<file path="config.mk">
export PLATFORM = sky130hd
export DESIGN_NAME = lif_spike_net
export DESIGN_NICKNAME = d
export VERILOG_FILES = /design/src/rtl/lif_pkg.sv /design/src/rtl/lif_neuron.sv /design/src/rtl/lif_spike_net.sv
export SDC_FILE = /design/constraint.sdc
export NUM_CORES = 1
export LEC_CHECK = 0
export CAP_MARGIN = 20
export CELL_PAD_IN_SITES_DETAIL_PLACEMENT = 1
export CELL_PAD_IN_SITES_GLOBAL_PLACEMENT = 1
export CORE_ASPECT_RATIO = 1.4
export CORE_MARGIN = 2
export CORE_UTILIZATION = 52
export DETAILED_ROUTE_END_ITERATION = 8
export GPL_ROUTABILITY_DRIVEN = 1
export PLACE_DENSITY = 0.95
export SLEW_MARGIN = 20
export SYNTH_ARGS = -nofsm -noshare
export SYNTH_HDL_FRONTEND = slang
export SYNTH_HIERARCHICAL = 1
export SYNTH_SLANG_ARGS = --single-unit
</file>
<file path="constraint.sdc">
create_clock -name clk -period 7.7 [get_ports clk]
set_clock_uncertainty 0.1 [all_clocks]
set_input_delay 1.54 -clock clk [delete_from_list [all_inputs] [get_ports clk]]
set_output_delay 1.54 -clock clk [all_outputs]
set_load 0.05 [all_outputs]
</file>
<file path="src/rtl/lif_pkg.sv">
// rtl/lif_pkg.sv - shared types, default constants and width helper for the LIF spiking network
//
// Purpose : default parameter values, per-neuron state enum and the
//           synaptic sum width function used by lif_spike_net and lif_neuron.
// Ports   : none (package).
package lif_pkg;

  localparam int LIF_N_NEUR_DEF  = 2;
  localparam int LIF_V_W_DEF     = 8;
  localparam int LIF_W_W_DEF     = 4;
  localparam int LIF_THRESH_DEF  = 200;
  localparam int LIF_LEAK_SH_DEF = 3;
  localparam int LIF_REFRACT_DEF = 3;
  localparam int LIF_EXT_W_DEF   = 64;

  typedef enum logic {
    IDLE = 1'b0,
    REFR = 1'b1
  } lif_state_e;

  // One extra bit over the unsigned worst case keeps a sign bit available
  // for inhibitory (negative) sums.
  function automatic int lif_sum_w(input int v_w, input int w_w, input int n_neur);
    return v_w + w_w + $clog2(n_neur) + 1;
  endfunction

endpackage

</file>
<file path="src/rtl/lif_neuron.sv">
// rtl/lif_neuron.sv - one leaky integrate-and-fire neuron with refractory hold
//
// Purpose : holds v, the refractory counter and the registered spike of a
//           single neuron; applies leak, saturation and the threshold test to
//           the synaptic input summed by the parent.
// Ports   : clk_i    clock
//           rst_ni   asynchronous active-low reset
//           ena_i    tick enable; state holds when low
//           syn_i    signed synaptic + external input for this tick
//           spike_o  registered spike
//           fire_o   high on a tick that will set spike_o
// Config  : LIF_INHIBIT_EN enables clamping of negative sums to zero.
module lif_neuron
  import lif_pkg::*;
#(
  parameter int V_W     = LIF_V_W_DEF,
  parameter int S_W     = 14,
  parameter int THRESH  = LIF_THRESH_DEF,
  parameter int LEAK_SH = LIF_LEAK_SH_DEF,
  parameter int REFRACT = LIF_REFRACT_DEF
) (
  input  logic                  clk_i,
  input  logic                  rst_ni,
  input  logic                  ena_i,
  input  logic signed [S_W-1:0] syn_i,
  output logic                  spike_o,
  output logic                  fire_o
);

  localparam int R_W = (REFRACT > 0) ? $clog2(REFRACT + 1) : 1;
  localparam logic signed [S_W-1:0] V_MAX = {{(S_W-V_W){1'b0}}, {V_W{1'b1}}};

  lif_state_e      state_q, state_d;
  logic [V_W-1:0]  v_q, v_d;
  logic [R_W-1:0]  refr_q, refr_d;
  logic            spike_q, spike_d;

  logic [V_W-1:0]         leak;
  logic signed [S_W-1:0]  v_ext, leak_ext, sum;
  logic [V_W-1:0]         v_sat;

  always_comb begin
    leak     = v_q >> LEAK_SH;
    v_ext    = S_W'(v_q);
    leak_ext = S_W'(leak);
    sum      = v_ext - leak_ext + syn_i;
`ifdef LIF_INHIBIT_EN
    if (sum < 0) begin
      v_sat = '0;
    end else if (sum > V_MAX) begin
      v_sat = '1;
    end else begin
      v_sat = sum[V_W-1:0];
    end
`else
    if (sum > V_MAX) begin
      v_sat = '1;
    end else begin
      v_sat = sum[V_W-1:0];
    end
`endif
  end

  always_comb begin
    state_d = state_q;
    v_d     = v_q;
    refr_d  = refr_q;
    spike_d = spike_q;
    fire_o  = 1'b0;
    if (ena_i) begin
      case (state_q)
        IDLE: begin
          if (v_sat >= V_W'(THRESH)) begin
            fire_o  = 1'b1;
            spike_d = 1'b1;
            v_d     = '0;
            // With no refractory period the neuron stays in IDLE and may
            // fire again on the very next tick.
            if (REFRACT > 0) begin
              refr_d  = R_W'(REFRACT);
              state_d = REFR;
            end
          end else begin
            spike_d = 1'b0;
            v_d     = v_sat;
          end
        end
        REFR: begin
          spike_d = 1'b0;
          v_d     = '0;
          refr_d  = refr_q - R_W'(1);
          if (refr_q == R_W'(1)) begin
            state_d = IDLE;
          end
        end
        default: begin
          state_d = IDLE;
        end
      endcase
    end
  end

  always_ff @(posedge clk_i or negedge rst_ni) begin
    if (!rst_ni) begin
      state_q <= IDLE;
      v_q     <= '0;
      refr_q  <= '0;
      spike_q <= 1'b0;
    end else begin
      state_q <= state_d;
      v_q     <= v_d;
      refr_q  <= refr_d;
      spike_q <= spike_d;
    end
  end

  assign spike_o = spike_q;

endmodule

</file>
<file path="src/rtl/lif_spike_net.sv">
// rtl/lif_spike_net.sv - fully connected network of LIF neurons with weight config port
//
// Purpose : weight matrix, per-destination synaptic adders, weight write
//           port and saturating spike counter of the last neuron.
// Ports   : clk        clock
//           rst_n      asynchronous active-low reset
//           ena        tick enable
//           ext_spike  external stimulus per neuron
//           cfg_we     weight write strobe
//           cfg_addr   {dst, src} weight address
//           cfg_wdata  weight value
//           spike      registered spike vector
//           spike_out  spike of the last neuron
//           spike_cnt  saturating count of spike_out pulses
// Config  : LIF_INHIBIT_EN makes weights signed two's complement.
module lif_spike_net
  import lif_pkg::*;
#(
  parameter int N_NEUR  = LIF_N_NEUR_DEF,
  parameter int V_W     = LIF_V_W_DEF,
  parameter int W_W     = LIF_W_W_DEF,
  parameter int THRESH  = LIF_THRESH_DEF,
  parameter int LEAK_SH = LIF_LEAK_SH_DEF,
  parameter int REFRACT = LIF_REFRACT_DEF,
  parameter int EXT_W   = LIF_EXT_W_DEF
) (
  input  logic                          clk,
  input  logic                          rst_n,
  input  logic                          ena,
  input  logic [N_NEUR-1:0]             ext_spike,
  input  logic                          cfg_we,
  input  logic [2*$clog2(N_NEUR)-1:0]   cfg_addr,
  input  logic [W_W-1:0]                cfg_wdata,
  output logic [N_NEUR-1:0]             spike,
  output logic                          spike_out,
  output logic [7:0]                    spike_cnt
);

  localparam int AW  = $clog2(N_NEUR);
  localparam int S_W = lif_sum_w(V_W, W_W, N_NEUR);
  localparam logic [AW:0] N_L = (AW+1)'(N_NEUR);

  logic [W_W-1:0]         w_q [N_NEUR][N_NEUR];
  logic signed [S_W-1:0]  syn [N_NEUR];
  logic [N_NEUR-1:0]      fire;
  logic [7:0]             cnt_q, cnt_d;
  logic [AW-1:0]          cfg_dst, cfg_src;
  logic                   cfg_ok;
  logic                   unused_fire_lo;

  function automatic logic signed [S_W-1:0] w_ext(input logic [W_W-1:0] w);
`ifdef LIF_INHIBIT_EN
    return {{(S_W-W_W){w[W_W-1]}}, w};
`else
    return {{(S_W-W_W){1'b0}}, w};
`endif
  endfunction

  assign cfg_dst = cfg_addr[2*AW-1:AW];
  assign cfg_src = cfg_addr[AW-1:0];
  // Non-power-of-two sizes leave address codes with no weight behind them.
  assign cfg_ok  = ({1'b0, cfg_dst} < N_L) && ({1'b0, cfg_src} < N_L);

  // Being a register, a write on a tick edge only reaches the sum one tick later.
  always_ff @(posedge clk or negedge rst_n) begin
    if (!rst_n) begin
      for (int i = 0; i < N_NEUR; i++) begin
        for (int j = 0; j < N_NEUR; j++) begin
          w_q[i][j] <= '0;
        end
      end
    end else if (cfg_we && cfg_ok) begin
      w_q[cfg_dst][cfg_src] <= cfg_wdata;
    end
  end

  always_comb begin
    for (int i = 0; i < N_NEUR; i++) begin
      syn[i] = ext_spike[i] ? S_W'(EXT_W) : '0;
      for (int j = 0; j < N_NEUR; j++) begin
        if (spike[j]) begin
          syn[i] = syn[i] + w_ext(w_q[i][j]);
        end
      end
    end
  end

  for (genvar gi = 0; gi < N_NEUR; gi++) begin : g_neur
    lif_neuron #(
      .V_W     (V_W),
      .S_W     (S_W),
      .THRESH  (THRESH),
      .LEAK_SH (LEAK_SH),
      .REFRACT (REFRACT)
    ) u_neur (
      .clk_i   (clk),
      .rst_ni  (rst_n),
      .ena_i   (ena),
      .syn_i   (syn[gi]),
      .spike_o (spike[gi]),
      .fire_o  (fire[gi])
    );
  end

  // Only the last neuron feeds the counter.
  assign unused_fire_lo = ^fire[N_NEUR-2:0];

  always_comb begin
    cnt_d = cnt_q;
    if (fire[N_NEUR-1] && (cnt_q != 8'hFF)) begin
      cnt_d = cnt_q + 8'd1;
    end
  end

  always_ff @(posedge clk or negedge rst_n) begin
    if (!rst_n) begin
      cnt_q <= '0;
    end else begin
      cnt_q <= cnt_d;
    end
  end

  assign spike_out = spike[N_NEUR-1];
  assign spike_cnt = cnt_q;

endmodule

</file>
==> results of run 1 <==
placed cells by master, fill, tap and decap left out, types with 4 or more instances in the layout:
master,count
sky130_fd_sc_hd__inv_1,50
sky130_fd_sc_hd__dfrtp_1,48
sky130_fd_sc_hd__ha_1,47
sky130_fd_sc_hd__nand2_1,30
sky130_fd_sc_hd__a21oi_1,28
sky130_fd_sc_hd__nor2_1,24
sky130_fd_sc_hd__xnor2_1,23
sky130_fd_sc_hd__mux2_2,21
sky130_fd_sc_hd__clkdlybuf4s50_1,21
sky130_fd_sc_hd__o21ai_0,17
sky130_fd_sc_hd__conb_1,16
sky130_fd_sc_hd__nand3_1,15
sky130_fd_sc_hd__and2_1,11
sky130_fd_sc_hd__a21o_1,11
sky130_fd_sc_hd__xor2_1,10
sky130_fd_sc_hd__nand4_1,8
sky130_fd_sc_hd__nor3_1,8
sky130_fd_sc_hd__o22ai_1,7
sky130_fd_sc_hd__nand2b_1,6
sky130_fd_sc_hd__fa_1,6
sky130_fd_sc_hd__a211oi_1,6
sky130_fd_sc_hd__o21bai_1,6
sky130_fd_sc_hd__nor2b_1,5
sky130_fd_sc_hd__clkbuf_16,5
sky130_fd_sc_hd__o21a_1,5
sky130_fd_sc_hd__mux2i_1,4
sky130_fd_sc_hd__o2bb2ai_1,4
state kept, by name, indices dropped and copies added, names as in the netlist:
signal	flops
spike_cnt	8
g_neur.u_neur/refr_q	4
g_neur.u_neur/state_q	2
g_neur.u_neur/v_q	16
g_neur.u_neur/spike_o	2
w_q	16
area by class of cell:
type	instances	area, sq um
inverter	51	196
multi-input combinational	393	3100
clock buffer	7	153
clock inverter	1	30.0
timing repair buffer	23	225
fill	967	3520
sequential	48	1200
tap	105	131
routing by layer:
layer	track usage [%]	vias to the layer above
li1	-	1832
met1	35.6	2125
met2	64.5	171
met3	5.77	81
met4	22.0	0
met5	0	-
power groups by stage:
stage	clock network (uW)	logic [uW]	registers [uW]
floorplan	0	1330	415
global placement	0	1550	382
detailed placement	0	1690	394
CTS	279	1780	395
global route	288	1970	404
finish	276	1840	399
worst max-delay path, delay by kind of cell (launching register included):
| family | cells | cell delay, ns |
|---|---|---|
| mux | 1 | 0.37 |
| xor+xnor | 1 | 0.33 |
| fa+ha+maj | 3 | 0.93 |
| compound gates | 5 | 1.48 |
| buf+inv | 1 | 0.11 |
| flops | 1 | 0.40 |
| simple gates | 9 | 2.33 |
metrics by stage:
stage	std cells	hold slack [ns]	power [uW]	utilization, %
floorplan	506	0.361	1750	-
global placement	620	0.382	1930	56.7
detailed placement	620	0.391	2080	56.7
CTS	628	0.421	2460	58.8
global route	628	0.435	2660	58.9
finish	628	0.422	2510	58.9
worst max-delay path by stage:
stage / end
floorplan: spike_cnt[6]$_DFFE_PN0P_
global placement: spike_cnt[6]$_DFFE_PN0P_
detailed placement: spike_cnt[6]$_DFFE_PN0P_
CTS: spike_cnt[6]$_DFFE_PN0P_
global route: spike_cnt[6]$_DFFE_PN0P_
finish: spike_cnt[6]$_DFFE_PN0P_
==> flow_metrics.tcl, run 1 <==
set metrics [dict create \
    critical_path.slowest_cell "sky130_fd_sc_hd__nor3_1" \
    drcViolationCount 0 \
    total_met3_wirelength_after_detailed_routing_um 654 \
    dpl-instance-area_sq_mm 0.00485 \
    grt_start_max_net_pins 49 \
    hold_bufs_inserted_after_cts 0 \
    numCtsBuffers 5 \
    hold_path_end "w_q[12]$_DFFE_PN0P_" \
    post-cts-setup-buffer-count 0 \
    run_status "finished, final reports clean" \
    finalWorstSetupSlack_ns 1.52 \
    antenna_left 0 \
    gp_congestion 0.873 \
    metal2_wl_mm 8.52 \
    power-per-cell-area_mw_per_mm2 499 \
    timing.final.hold_violations 0 \
    count_of_pins_over_their_slew_limit 0 \
    clkLatencyLatePin_ns 0.31 \
    diodes_inserted 0 \
    coreArea_sq_mm 0.00856 \
    synth.yosys.warnings 6 \
    regToRegSetupSlack_ns 1.52 \
    max_freq_mhz 162 \
    drtPass1Iterations 5 \
    timing.critical_path.slowest_cell_delay_ns 0.76 \
    detailedPlace.worstSlack_ns 1.91 \
    critical_path.reg2reg.startpoint "g_neur[1].u_neur/v_q[0]$_DFFE_PN0P_" \
    worst_r2r_endpoint "spike_cnt[6]$_DFFE_PN0P_" \
    floorplan.die.width_um 83.1 \
    grt_resource_usage_total_pct 34.6 \
    tritoncts "built" \
    syn_inst_count 491 \
    stdcell_area_sq_mm 0.00504 \
    io_pins 23 \
    wl_mm 15.8 \
    synthesis.area_sq_mm 0.00455 \
    initial_utilization_pct 53.2 \
    synth_area_per_cell_sq_um 9.27 \
    timing.final.crit_period_ns 6.18 \
    crit_start "g_neur[1].u_neur/v_q[0]$_DFFE_PN0P_" \
    unrepaired_setup_endpoints_after_global_routing "no" \
    whs_path_depth 1 \
    drt-wirelength-per-cell_um 25.2 \
    vdd.ir_drop.worst_uv 290 \
    ctsRootBufferMaster "sky130_fd_sc_hd__clkbuf_16" \
    logic_pwr_share_pct 73.1 \
    fin_nets 587 \
    cp-end-kind "register" \
    clockPowerShare_pct 11.0 \
    cell_internal_pwr_uw 1180 \
    slew_headroom_pct 37.3 \
    critical_path.cell_chain "inv_1, ha_1, fa_1, nor2b_1, o21a_1, nor2_1, o21ai_0, nor3_1, ha_1, and3_2, nand2_1, a21oi_2, and4bb_2, o31ai_1, xor3_1, o21ai_2, and2_1, and3_1, nand3_1, mux2_1" \
    route.layer.met1.wl_mm 5.68 \
    dpl.hpwl_mm 10.4 \
    required_ns 7.78 \
    design.die.area_sq_mm 0.00952 \
    ctsLongestPathBuffers 2 \
    final-setup-viol-count 0 \
    switching_power_uw 1330 \
    switching_share_pct 53.1 \
    worst_hold_startpoint "w_q[12]$_DFFE_PN0P_" \
    measured_slew_at_the_worst_slew_check_pin_ns 0.933 \
    cp_startpoint_kind "register" \
    dr.first_iter.drc_count 268 \
    cp.arrival_ns 6.26 \
    grt_remaining_overflow 0 \
    max_cap_violations 0 \
    antenna_found_initial 0 \
    drive_gt1_share_pct 10.7 \
    placementRows 40 \
    reg2regPathDepth 20 \
    layout_worst_path_cycle_share_pct 80.2 \
    dr_total_vias 4209 \
    worstHoldPathType "reg2reg" \
    grt_first_pass_wirelength_mm 25.7 \
    fin_tns_setup_ns 0 \
    worst-path-max-fanout 12 \
    critical-path-top-cell-by-count "sky130_fd_sc_hd__ha_1" \
    cts_max_level 2 \
    dr.max_layer_used "met4" \
    path_class "reg2reg" \
    clock_sink_count 48 \
    power_frac_seq_pct 15.9 \
    fp.dieH_um 115 \
    power.leakage_uw 0.00231 \
    drt-vias-per-instance 6.70 \
    cts_resized 0 \
    cts.reportedPaths.clkPinSlew_ns 0.07 \
    area_growth_pct 10.7 \
    via_count_of_the_first_global_routing_pass 4759 \
    number_of_buffers_inserted_by_port_buffering 22 \
]
(Power assumes the default switching activity.)
==> run 2: changes to the inputs <==
--- a/config.mk
+++ b/config.mk
@@ -10,10 +10,10 @@
 export CELL_PAD_IN_SITES_GLOBAL_PLACEMENT = 1
 export CORE_ASPECT_RATIO = 1.4
 export CORE_MARGIN = 2
-export CORE_UTILIZATION = 52
+export CORE_UTILIZATION = 48
 export DETAILED_ROUTE_END_ITERATION = 8
 export GPL_ROUTABILITY_DRIVEN = 1
-export PLACE_DENSITY = 0.95
+export PLACE_DENSITY = 0.9
 export SLEW_MARGIN = 20
 export SYNTH_ARGS = -nofsm -noshare
 export SYNTH_HDL_FRONTEND = slang
==> constraint.sdc (replaced) <==
create_clock -name clk -period 5.9 [get_ports clk]
set_clock_uncertainty 0.1 [all_clocks]
set_input_delay 1.18 -clock clk [delete_from_list [all_inputs] [get_ports clk]]
set_output_delay 1.18 -clock clk [all_outputs]
set_load 0.05 [all_outputs]
==> run 2 against run 1 <==
  * Global-route usage shrank 5.7 points
  * Worst hold slack lost 0.0077 ns
  * Fmax grew 12%
  * Critical path type unchanged
  * Critical endpoint unchanged
==> flow_metrics.tcl, run 2 (synthesis results as in run 1) <==
set metrics [dict create \
    power.leakage_uw 0.00233 \
    io_pins 23 \
    whs_path_depth 1 \
    power-per-cell-area_mw_per_mm2 634 \
    antenna_found_initial 0 \
    floorplan.die.width_um 86.3 \
    ctsRootBufferMaster "sky130_fd_sc_hd__clkbuf_16" \
    critical_path.cell_chain "and2_1, ha_1, inv_1, fa_1, mux2i_1, inv_1, fa_1, nand2b_1, a211oi_2, o21ai_0, or3b_2, nand4_1, a211oi_2, o21ai_2, buf_4, and2_1, and3_1, nand3_1, mux2_1" \
    slew_headroom_pct 55.8 \
    grt_resource_usage_total_pct 28.9 \
    post-cts-setup-buffer-count 0 \
    design.die.area_sq_mm 0.0103 \
    max_freq_mhz 182 \
    path_class "reg2reg" \
    timing.final.hold_violations 0 \
    final-setup-viol-count 0 \
    critical_path.slowest_cell "sky130_fd_sc_hd__dfrtp_1" \
    count_of_pins_over_their_slew_limit 0 \
    placementRows 42 \
    diodes_inserted 0 \
    worst-path-max-fanout 12 \
    tritoncts "built" \
    cts.reportedPaths.clkPinSlew_ns 0.07 \
    cp-end-kind "register" \
    ctsLongestPathBuffers 2 \
    clock_sink_count 48 \
    reg2regPathDepth 19 \
    clkLatencyLatePin_ns 0.30 \
    dr_total_vias 3987 \
    measured_slew_at_the_worst_slew_check_pin_ns 0.663 \
    grt_first_pass_wirelength_mm 23.4 \
    finalWorstSetupSlack_ns 0.408 \
    timing.critical_path.slowest_cell_delay_ns 0.57 \
    worstHoldPathType "reg2reg" \
    fp.dieH_um 119 \
    numCtsBuffers 5 \
    required_ns 5.98 \
    fillerInstances 1068 \
    drive_gt1_share_pct 11.2 \
    layout_worst_path_cycle_share_pct 93.1 \
    max_cap_violations 0 \
    drt-vias-per-instance 6.28 \
    gp_congestion 0.797 \
    area_growth_pct 12.0 \
    dr.first_iter.drc_count 163 \
    fin_tns_setup_ns 0 \
    unrepaired_setup_endpoints_after_global_routing "no" \
    wl_mm 13.9 \
    drt-wirelength-per-cell_um 21.8 \
    drtPass1Iterations 4 \
    number_of_buffers_inserted_by_port_buffering 22 \
    cts_max_level 2 \
    detailedPlace.worstSlack_ns 0.458 \
    cp.arrival_ns 5.57 \
    timing.final.crit_period_ns 5.49 \
    mostFrequentLayoutCell "sky130_fd_sc_hd__inv_1" \
    layout_common_cells "50 x sky130_fd_sc_hd__inv_1, 48 x sky130_fd_sc_hd__dfrtp_1, 47 x sky130_fd_sc_hd__ha_1, 30 x sky130_fd_sc_hd__nand2_1, 28 x sky130_fd_sc_hd__a21oi_1" \
    drcViolationCount 0 \
    dpl.hpwl_mm 9.64 \
    antenna_left 0 \
    via_count_of_the_first_global_routing_pass 4491 \
    run_status "finished, final reports clean" \
    coreArea_sq_mm 0.00935 \
    grt_remaining_overflow 0 \
    cp_startpoint_kind "register" \
    initial_utilization_pct 48.6 \
    grt_start_max_net_pins 49 \
    vdd.ir_drop.worst_uv 360 \
    fin_nets 589 \
]
run 2: cell count changes in the layout (fill, tap and decap cells not counted):
cell                        change
sky130_fd_sc_hd__buf_2          +1
sky130_fd_sc_hd__buf_4          +1
sky130_fd_sc_hd__bufinv_16      +2
sky130_fd_sc_hd__clkbuf_8       -2
sky130_fd_sc_hd__nor3_1         -1
sky130_fd_sc_hd__nor3_2         +1
run 2: what timing repair did:
item                                   CTS  global route
hold buffers                             0             0
setup endpoints to repair                0             6
endpoints found under the hold margin    0             0
gates resized for setup                  0             1
run 2: path summary, 6_finish.rpt:
check | start | end | slack (ns)
max in group asynchronous | rst_n | g_neur[0].u_neur/v_q[0]$_DFFE_PN0P_ | 4.35
worst max-delay path | g_neur[0].u_neur/spike_o$_DFFE_PN0P_ | spike_cnt[6]$_DFFE_PN0P_ | 0.41
worst min-delay path | w_q[12]$_DFFE_PN0P_ | w_q[12]$_DFFE_PN0P_ | 0.41
worst min register to register | w_q[12]$_DFFE_PN0P_ | w_q[12]$_DFFE_PN0P_ | 0.41
worst max register to register | g_neur[0].u_neur/spike_o$_DFFE_PN0P_ | spike_cnt[6]$_DFFE_PN0P_ | 0.41
min in group asynchronous | rst_n | g_neur[1].u_neur/refr_q[1]$_DFFE_PN0P_ | 0.89
run 2: metrics by stage:
stage               power (uW)  instances  area [sq um]  utilization [%]  hold WS, ns
finish                    3230        635          5090             54.5        0.415
global route              3470        635          5090             54.5        0.428
CTS                       3190        635          5090             54.4        0.416
detailed placement        2700        627          4870             52.1        0.389
global placement          2540        627          4870             52.1        0.382
floorplan                 2280        506          4610                -        0.361
run 2: final cells by class:
class / count / area, sq um / share of cell area, %
sequential: 48 / 1200 / 23.6
inverter: 51 / 196 / 3.86
clock buffer: 5 / 125 / 2.46
clock inverter: 3 / 90.1 / 1.77
timing repair buffer: 25 / 238 / 4.67
multi-input combinational: 393 / 3110 / 61.0
tap: 110 / 138 / 2.70
run 2: per-layer routing:
layer  vias to the layer above  wire length (um)  global-route usage [%]
li1                       1827                 -                       -
met2                        93              7740                    53.3
met3                        44               260                    2.84
met5                         -                 0                       0
met4                         0               607                    14.5
met1                      2023              5270                    32.1
run 2: critical path: cells and delay by family, from the launching register on:
kind | cells | cell delay (ns)
multiplexers | 2 | 0.66
flip-flops | 1 | 0.57
AND/OR/NAND/NOR | 7 | 1.69
buffers and inverters | 3 | 0.41
adder cells (fa/ha/maj) | 3 | 1.11
AO/OA/AOI/OAI | 4 | 0.81
run 2: power breakdown:
group / internal (uW) / switching, uW / total, uW
combinational: 919 / 1370 / 2290
sequential: 412 / 103 / 515
clock: 286 / 135 / 421
total: 1620 / 1610 / 3230
